--- config.mk ---
export PLATFORM = sky130hd
export DESIGN_NAME = sync_fifo_ctrl
export DESIGN_NICKNAME = d
export VERILOG_FILES = /design/src/rtl/fifo_pkg.sv /design/src/rtl/fifo_ram.sv /design/src/rtl/sync_fifo_ctrl.sv
export SDC_FILE = /design/constraint.sdc
export NUM_CORES = 1
export LEC_CHECK = 0
export CAP_MARGIN = 25
export CORE_UTILIZATION = 40
export DETAILED_ROUTE_END_ITERATION = 10
export GPL_ROUTABILITY_DRIVEN = 0
export HOLD_SLACK_MARGIN = 0.03
export SLEW_MARGIN = 10
export SYNTH_ARGS = -nofsm -noshare
export SYNTH_HDL_FRONTEND = slang
export SYNTH_SLANG_ARGS = --single-unit
--- constraint.sdc ---
create_clock -name clk -period 5 [get_ports clk]
set_input_delay 1.25 -clock clk [delete_from_list [all_inputs] [get_ports clk]]
set_output_delay 1.25 -clock clk [all_outputs]
set_load 0.01 [all_outputs]
--- src/rtl/fifo_pkg.sv ---
// fifo_pkg: shared types, reset values and sizing helper for the sync FIFO
package fifo_pkg;
  typedef struct packed {
    logic full;
    logic empty;
    logic almost_full;
    logic almost_empty;
  } fifo_status_t;

  localparam fifo_status_t STATUS_RST = '{full: 1'b0, empty: 1'b1, almost_full: 1'b0, almost_empty: 1'b1};

  // One extra wrap bit lets full and empty be told apart when the addresses match
  function automatic int ptr_width(input int depth);
    return $clog2(depth) + 1;
  endfunction
endpackage

--- src/rtl/fifo_ram.sv ---
// fifo_ram: simple dual-port RAM, synchronous write and registered read on one clock
module fifo_ram #(
  parameter int WIDTH = 8,
  parameter int DEPTH = 16
) (
  input  logic                     clk,
  input  logic                     rst,
  input  logic                     we_i,
  input  logic [$clog2(DEPTH)-1:0] waddr_i,
  input  logic [WIDTH-1:0]         wdata_i,
  input  logic                     re_i,
  input  logic [$clog2(DEPTH)-1:0] raddr_i,
  output logic [WIDTH-1:0]         rdata_o
);
  logic [WIDTH-1:0] mem [DEPTH];
  logic [WIDTH-1:0] rdata_q;
  always_ff @(posedge clk) begin
    if (we_i) mem[waddr_i] <= wdata_i;
  end
  // Same-address read and write returns the old word, so a pop at full gets the oldest entry
  always_ff @(posedge clk or posedge rst) begin
    if (rst) rdata_q <= '0;
    else if (re_i) rdata_q <= mem[raddr_i];
  end
  assign rdata_o = rdata_q;
endmodule

--- src/rtl/sync_fifo_ctrl.sv ---
// sync_fifo_ctrl: single-clock FIFO with registered status flags and sticky error flags
module sync_fifo_ctrl
  import fifo_pkg::*;
#(
  parameter int WIDTH      = 8,
  parameter int DEPTH      = 16,
  parameter int AFULL_LVL  = 12,
  parameter int AEMPTY_LVL = 2
) (
  input  logic                     clk,
  input  logic                     rst,
  input  logic                     push,
  input  logic [WIDTH-1:0]         wr_data,
  input  logic                     pop,
  output logic [WIDTH-1:0]         rd_data,
  output logic                     rd_valid,
  output logic                     full,
  output logic                     empty,
  output logic                     almost_full,
  output logic                     almost_empty,
  output logic [$clog2(DEPTH):0]   count,
  output logic                     overflow,
  output logic                     underflow
);
  localparam int PW = ptr_width(DEPTH);
  localparam int AW = PW - 1;

  logic [PW-1:0] wr_ptr_q, wr_ptr_d, rd_ptr_q, rd_ptr_d, count_q, count_d;
  fifo_status_t  st_q, st_d;
  logic          rd_valid_q, overflow_q, underflow_q;
  logic          do_push, do_pop;

  // Flags are computed from next-state pointers so they change with the pointers
  always_comb begin
    do_pop            = pop && !st_q.empty;
    do_push           = push && (!st_q.full || pop);
    wr_ptr_d          = wr_ptr_q + PW'(do_push);
    rd_ptr_d          = rd_ptr_q + PW'(do_pop);
    count_d           = wr_ptr_d - rd_ptr_d;
    st_d.empty        = wr_ptr_d == rd_ptr_d;
    st_d.full         = (wr_ptr_d[AW-1:0] == rd_ptr_d[AW-1:0]) && (wr_ptr_d[AW] != rd_ptr_d[AW]);
    st_d.almost_full  = count_d >= PW'(AFULL_LVL);
    st_d.almost_empty = count_d <= PW'(AEMPTY_LVL);
  end

  always_ff @(posedge clk or posedge rst) begin
    if (rst) begin
      wr_ptr_q    <= '0;
      rd_ptr_q    <= '0;
      count_q     <= '0;
      st_q        <= STATUS_RST;
      rd_valid_q  <= 1'b0;
      overflow_q  <= 1'b0;
      underflow_q <= 1'b0;
    end else begin
      wr_ptr_q    <= wr_ptr_d;
      rd_ptr_q    <= rd_ptr_d;
      count_q     <= count_d;
      st_q        <= st_d;
      rd_valid_q  <= do_pop;
      overflow_q  <= overflow_q | (push && !do_push);
      underflow_q <= underflow_q | (pop && !do_pop);
    end
  end

  fifo_ram #(.WIDTH(WIDTH), .DEPTH(DEPTH)) u_ram (
    .clk     (clk),
    .rst     (rst),
    .we_i    (do_push),
    .waddr_i (wr_ptr_q[AW-1:0]),
    .wdata_i (wr_data),
    .re_i    (do_pop),
    .raddr_i (rd_ptr_q[AW-1:0]),
    .rdata_o (rd_data)
  );

  assign rd_valid     = rd_valid_q;
  assign full         = st_q.full;
  assign empty        = st_q.empty;
  assign almost_full  = st_q.almost_full;
  assign almost_empty = st_q.almost_empty;
  assign count        = count_q;
  assign overflow     = overflow_q;
  assign underflow    = underflow_q;
endmodule
Word level (Yosys, flattened, before mapping)
Memories as Yosys holds them, arrays and structs flattened. A register that Yosys moved wholly into a read port is not among the register bits.
Index checks and enable logic that the tools add are counted.
{ "word_totals": {"reg_bits": 22, "ramBits": 128, "inputBits": 12, "elab_cells": 33, "n_memories": 1} }
{ "op_classes": {"add_sub_neg": 3, "order_cmp": 2, "eq_ne": 3, "n_mux": 2, "bitwise_logic": 2, "reduce_logical": 10} }
{ "memory_table": {"columns": ["memory", "words", "word_bits", "rd", "rd_clocked_by_memory_dff", "wr", "line_no", "text"], "rows": [
  ["u_ram.mem", 16, 8, 1, 1, 1, "fifo_ram.sv:15", "logic [WIDTH-1:0] mem [DEPTH];"]
]} }
{ "ops": {"columns": ["operator", "n"], "rows": [
  ["$add A5 B1 Y5", 2],
  ["$eq A5 B5 Y1", 1],
  ["$ge A5 B4 Y1 const B", 1],
  ["$le A5 B2 Y1 const B", 1],
  ["$logic_and A1 B1 Y1", 5],
  ["$sub A5 B5 Y5", 1],
  ["$eq A4 B4 Y1", 1],
  ["$logic_not A1 Y1", 4],
  ["$mux W1", 2],
  ["$or A1 B1 Y1", 2],
  ["$logic_or A1 B1 Y1", 1],
  ["$ne A1 B1 Y1", 1]
]} }

Depth between registers and ports, before layout
{ "logic_depth": {"depth_word": 6, "depth_mapped": 11, "ltp_nobuf": 10} }

By module
From an unflattened synthesis, not the netlist that was laid out.
{ "hier_totals": {"hier_cells": 321, "hier_area_um2": 6363.6} }
{ "by_module_without_submodules": {"columns": ["mod", "n_inst", "cells_per_inst", "area_each_um2"], "rows": [
  ["fifo_ram", 1, 241, 5335.1],
  ["sync_fifo_ctrl", 1, 80, 1028.5]
]} }

Least setup slack after synthesis
No wires, ideal clock.
{ "synth_timing": {"kind": "input to register", "start": "input port pop", "end": "register st_q (netlist bit almost_empty)", "setup_time_ns": 0.080, "arrival_ns": 3.451, "slack_ns": 1.469, "cell_stages": 10, "path_buffers": 1, "path_cell_list": "nand2b_1 -> clkbuf_1 -> inv_1 -> ha_1 -> ha_1 -> fa_1 -> nor3_1 -> a21oi_1 -> o211a_1 -> o2111a_1"} }
{ "synth_rtl": {"columns": ["item", "line_no", "text"], "rows": [
  ["start: declaration", "sync_fifo_ctrl.sv:14", "input logic pop,"],
  ["end signal: assignment", "sync_fifo_ctrl.sv:59", "st_q <= st_d;"],
  ["end: declaration", "sync_fifo_ctrl.sv:29", "fifo_status_t st_q, st_d;"]
]} }

==> results list <==
- Final number of setup-violating endpoints: 0
- Clk buf depth: 2
- # diodes: 0
* Remaining design rule violation count: 0
- At the placement stage, the worst setup path has a slack of about 850 ps.
* Capturing element type of the critical path: flop
* Number of hold-repair buffers added at the cts stage: 0
* Net Switching: 1.52 mW
- Synthesis handed over a netlist of around 330 instances.
* Routed Wire Length: around 12 mm
- The count of nets left with antenna violations once routing finished came out at 0.
- Measured along the x axis, the die boundary spans between 100 and 150 um.
* Number of synthesized register bits: between 150 and 200
* Total via count in the routed design: 3036
- Static power due to leakage: between 2 and 3 nW
* Max-slew violations: 0
- # port buffers: 31
- Share of the clock period used by the worst path: 74.2%
* Row Count: 45
* Worst clock skew on the final layout: just under 7 ps
- Count of buffers added by post-CTS timing repair for setup: 0
* Fin. Hold Viols: 0
- When the netlist entered floorplanning its net count stood at approximately 350.
- Clock transition at the register clock pins on the worst setup and hold paths after CTS: approximately 60 ps
- The first global-routing pass estimated about 19 mm of wire.
* Clock Sinks: roughly 160
- Detailed placement finished with a half-perimeter wire length of 8.01 mm.
- Yosys top cell by area: edfxtp_1
- Worst setup path startpoint: pop
- Setup_tns: 0 ps
- Of all nets on the critical path, the largest fanout is 17.
* Peak clock frequency supported by timing: 0.269 GHz
- Unrepaired setup endpoints after global routing: false
* Aggregate global routing overflow: 0
- Starting utilization of the core area: about 41%
- Net Sw Frac: about a third
- GRT Total Usage: between 10% and 20%
- The first detailed-routing pass took 4 iterations.
- For this run, the number of Yosys warnings is 0.
- Flip-flop cell with the highest count after synthesis: edfxtp_1
* Clock insertion delay at the later pin of the skew report: between 400 and 500 ps
- Source of the worst register-to-register timing path: empty
- Power share of the clock group: 27.5%
- For this run, asynchronously set or reset flops after synthesis account for about a fifth.
- Routed wire length per instance: between 20 and 25 um
* Area contributors post-synth: edfxtp_1 (61%), mux4_2 (11%), dfrtp_1 (11%), a221oi_2 (1.4%), ha_1 (1.4%)
- TritonCTS created 17 clock buffers.
- At the end of the flow, the number of nets in the layout was 390.
- The setup path with the least slack is of type in -> reg.
- Synthesized area per cell: slightly below 20 sq um
- Count of cell types in the netlist: 49
- Commonest cells in the netlist: edfxtp_1 (128), mux4_2 (32), dfrtp_1 (28)
- Smallest setup slack after layout: 1290 ps
- The region available for standard cell placement spans between 15000 and 20000 sq um.
- Per report_power, the combinational group accounts for ~34% of the total.
- Sequential area share after synthesis: about 73%
* HP Start: u_ram.rdata_o[5]
- Gates resized, CTS repair: 0
- Io pins: 32
* Required time at the worst-slack endpoint: 5350 ps
- The root buffer cell chosen for the clock tree is clkbuf_16.
* Total power divided by cell area: 644 nW/um^2
- Chip Height: 127 um
- Signal arrival time at the worst endpoint: between 4000 and 5000 ps
- For this block, the initial DRC count from the detailed router was around 170.
- Clock tree from TritonCTS: built
- Max Cap Viol: 0
* Instance area at placement: just under 7000 sq um
- STA classifies the critical path startpoint as an input pin.
- Once layout is done, the placed cells without fillers occupy 7450 sq um.
- Pin count of the biggest net entering global routing: 31
* Die Area: ~16000 sq um
- Status: finished, final reports clean
- Share of post-route cells with drive strength above 1: roughly 22%
- For the finished layout, the period the worst path requires is roughly 3700 ps.
- Summing every instance area after synthesis gives between 6000 and 7000 sq um.
* Most common cell in the netlist: edfxtp_1
* Number of synthesized flops with an enable pin: between 100 and 150
- The internal portion of the total power is around 3.3 mW.
* Max_slew headroom: between 40% and 50%
- Layout Area Growth over Synthesis: 18.3%
- Of the total power, registers draw 38.8%.
- Number of antenna violations at the first check in global routing: 0
* Worst vdd ir: between 300 and 400 uV
- In the routed layout, each cell is associated on average with a via count of 5.11.
- The min-delay analysis places its worst path in the category reg -> reg.
- At the pin with the least slew margin, the transition time is 854 ps.
- The H-tree was split into 4 levels.
- Via count of the first global-routing pass: approximately 3200
- Post-Route Utilization: 48.8%
- Portion of synthesized cell area occupied by the leading cell type: between 60% and 70%
[power by group through the flow]
stage	clock network, mW	logic, mW	registers (mW)
floorplan	0	1.21	1.81
global placement	0	1.63	1.89
detailed placement	0	1.64	1.90
CTS	1.34	1.65	1.87
global route	1.38	1.77	1.90
finish	1.32	1.62	1.86
[path summary, 6_finish.rpt]
check / slack, ps / cells past startpoint / end
setup / recovery: 1290 / 10 / almost_empty
hold / removal: 480 / 2 / u_ram.rdata_o[5]
setup reg to reg: 1990 / 9 / almost_empty
hold reg to reg: 480 / 2 / u_ram.rdata_o[5]
max in group asynchronous: 3480 / 3 / almost_empty
min in group asynchronous: 1210 / 3 / underflow
[through the flow]
| step | total power, mW | hold slack (ps) | std cells |
|---|---|---|---|
| final | 4.80 | 482 | 594 |
| after global routing | 5.06 | 526 | 594 |
| after CTS | 4.86 | 490 | 594 |
| after floorplan | 3.02 | 477 | 327 |
| after global placement | 3.51 | 449 | 562 |
| after detailed placement | 3.54 | 476 | 562 |
[layout by cell type (no fill, tap or decap), types with 8 or more instances in the layout]
master / netlist / final
dfrtp_1: 28 / 27
edfxtp_1: 128 / 128
nor2_1: 15 / 15
clkbuf_16: 0 / 17
a22o_1: 8 / 8
inv_1: 16 / 16
clkdlybuf4s50_1: 0 / 31
mux4_2: 32 / 32
nand2_1: 11 / 11
o21ai_1: 8 / 8
[state kept, by name, summed over array words and instances (netlist names)]
name and flops:
u_ram.mem 128, u_ram.rdata_o 8, count 5, rd_ptr_q 5, wr_ptr_q 5, almost_empty 1
almost_full 1, empty 1, full 1, overflow 1, rd_valid 1, underflow 1
[layout make-up]
type,instances,area [sq um]
Clock buffer,18,429
Clock inverter,14,173
Fill cell,1276,7810
Inverter,16,60.1
Multi-Input combinational cell,139,1560
Sequential cell,158,4600
Tap cell,211,264
Timing Repair Buffer,38,363
[critical path, cell delays in order]
cell and delay [ps]:
clkdlybuf4s50_1 440, nand2b_1 410, inv_1 170, ha_1 330
ha_1 220, fa_1 430, nor3_1 260, a21oi_1 80
o211a_1 240, o2111a_1 230
[metal layers]
metal  wire length, um  GRT usage (%)  vias up
li1                  -              -     1374
met1              5370           22.5     1578
met2              6330           27.9       70
met3               530           3.64       14
met4               199           7.35        0
met5                 0              0        -
[cells by family (layout without fill, tap and decap cells)]
group           Yosys count  after routing  share of synthesized area (%)
buf+inv                  30             86                           2.20
compound gates           35             35                           4.81
xor+xnor                 12             12                           2.44
fa+ha+maj                 9              9                           1.89
simple gates             51             51                           4.25
mux                      32             32                           11.4
flops                   158            158                           73.0
No activity file was read; power rests on OpenSTA's default activity.
==> edit (same settings) <==
`DEPTH` is set to 16 in 2 places; all go to 8.
--- a/src/rtl/fifo_ram.sv
+++ b/src/rtl/fifo_ram.sv
@@ -1,7 +1,7 @@
 // fifo_ram: simple dual-port RAM, synchronous write and registered read on one clock
 module fifo_ram #(
   parameter int WIDTH = 8,
-  parameter int DEPTH = 16
+  parameter int DEPTH = 8
 ) (
   input  logic                     clk,
   input  logic                     rst,
--- a/src/rtl/sync_fifo_ctrl.sv
+++ b/src/rtl/sync_fifo_ctrl.sv
@@ -3,7 +3,7 @@
   import fifo_pkg::*;
 #(
   parameter int WIDTH      = 8,
-  parameter int DEPTH      = 16,
+  parameter int DEPTH      = 8,
   parameter int AFULL_LVL  = 12,
   parameter int AEMPTY_LVL = 2
 ) (
Ports: changed (resized count); port bits go from 32 to 31. The function was not compared with the original's and may differ.
==> edit against the unedited design <==
  * Non-clock buffer count shrank 6
  * Routed wire length shrank 53%
  * Largest cell class unchanged
  * Clock skew grew 0.013 ns
  * Largest power group unchanged
  * Cell area shrank 43%
  * Setup slack gained 0.18 ns
  * Register-to-register slack gained 0.24 ns
  * Sequential power shrank 39%
  * Total power shrank 46%
  * Sequential cell count shrank 67
  * Synthesized cell count shrank 42%
  * Area after synthesis shrank 42%
  * Via count shrank 44%
==> edit: results (changes against the unedited design) <==
[run_status]
status=completed

[detailed_routing]
drt_iter0_drc=77  ; -55%
met2_length_mm=2.65  ; -58%
wire_per_inst_um=17.1  ; -18%

[pwr]
power_density_mw_per_mm2=612  ; -5.0%
comb_power_w=0.00100  ; -38%
seq_power_w=0.00114  ; -39%

[global_routing]
grt_pass1_vias=1716  ; -47%
grt_use_met1=0.182  ; -0.0426
grt.met2_usage=0.200  ; -0.0786
grt_use_total=0.134  ; -0.0376

[layout]
largest_reg_flops=64  ; -50%
final_nets=247  ; -37%
drive_gt1_frac=0.203  ; -0.0193

[sta]
fin_worst_skew_ns=0.0198  ; +0.0128 ns
holdWs_ns=0.466  ; -0.0158 ns
relSlewSlack=0.359  ; -0.0695
worst_slack_ns=1.47  ; +0.185 ns

[yosys]
synth_compound_area_frac=0.0252  ; -0.0229
synth_area_leaders=edfxtp_1 (53%), dfrtp_1 (17%), mux4_2 (9.9%)
synth_edf_count=64  ; -50%
yosys.area_share.adder=0.0297  ; +0.0108
yosys-top-cells-count=edfxtp_1 (64), dfrtp_1 (25), mux4_2 (16)
synthArstFlopShare=0.297  ; +0.107
synthXorXnorAreaFrac=0.0425  ; +0.0180

[hold_path]
hold_end=underflow

[placed_design]
pre_cts_slack_ns=1.08  ; +0.236 ns
place_area_mm2=0.00403  ; -41%
dp_cells=323  ; -43%

[cts]
path_clk_slew_ns=0.09  ; +0.03 ns
htree_levels=3  ; -1

[setup_path]
regToRegSetupSlack_ns=2.23  ; +0.24 ns

## edit: cell count changes after synthesis, moves of 6 or more
cell      delta
a221oi_2     -6
edfxtp_1    -64
mux4_2      -16
a22o_1       -8
inv_1        -7
mux2i_1      +8
nor2_1       -9
## edit: final cells by class
| class | count | area (µm²) | share of cell area |
|---|---|---|---|
| Sequential cell | 91 | 2600 | 0.614 |
| Tap cell | 108 | 135 | 0.0319 |
| Clock buffer | 10 | 128 | 0.0301 |
| Timing Repair Buffer | 32 | 335 | 0.0791 |
| Clock inverter | 6 | 48.8 | 0.0115 |
| Inverter | 9 | 33.8 | 0.00797 |
| Multi-Input combinational cell | 84 | 956 | 0.226 |
## edit: worst reg2reg max path: stages, from the launching register on
cell and delay (ns):
dfstp_2 0.54, nand2b_1 0.45, inv_1 0.13, ha_1 0.26, ha_1 0.30, inv_1 0.07
ha_1 0.28, a21oi_1 0.23, o21bai_4 0.09, xor2_2 0.16, a211oi_2 0.19
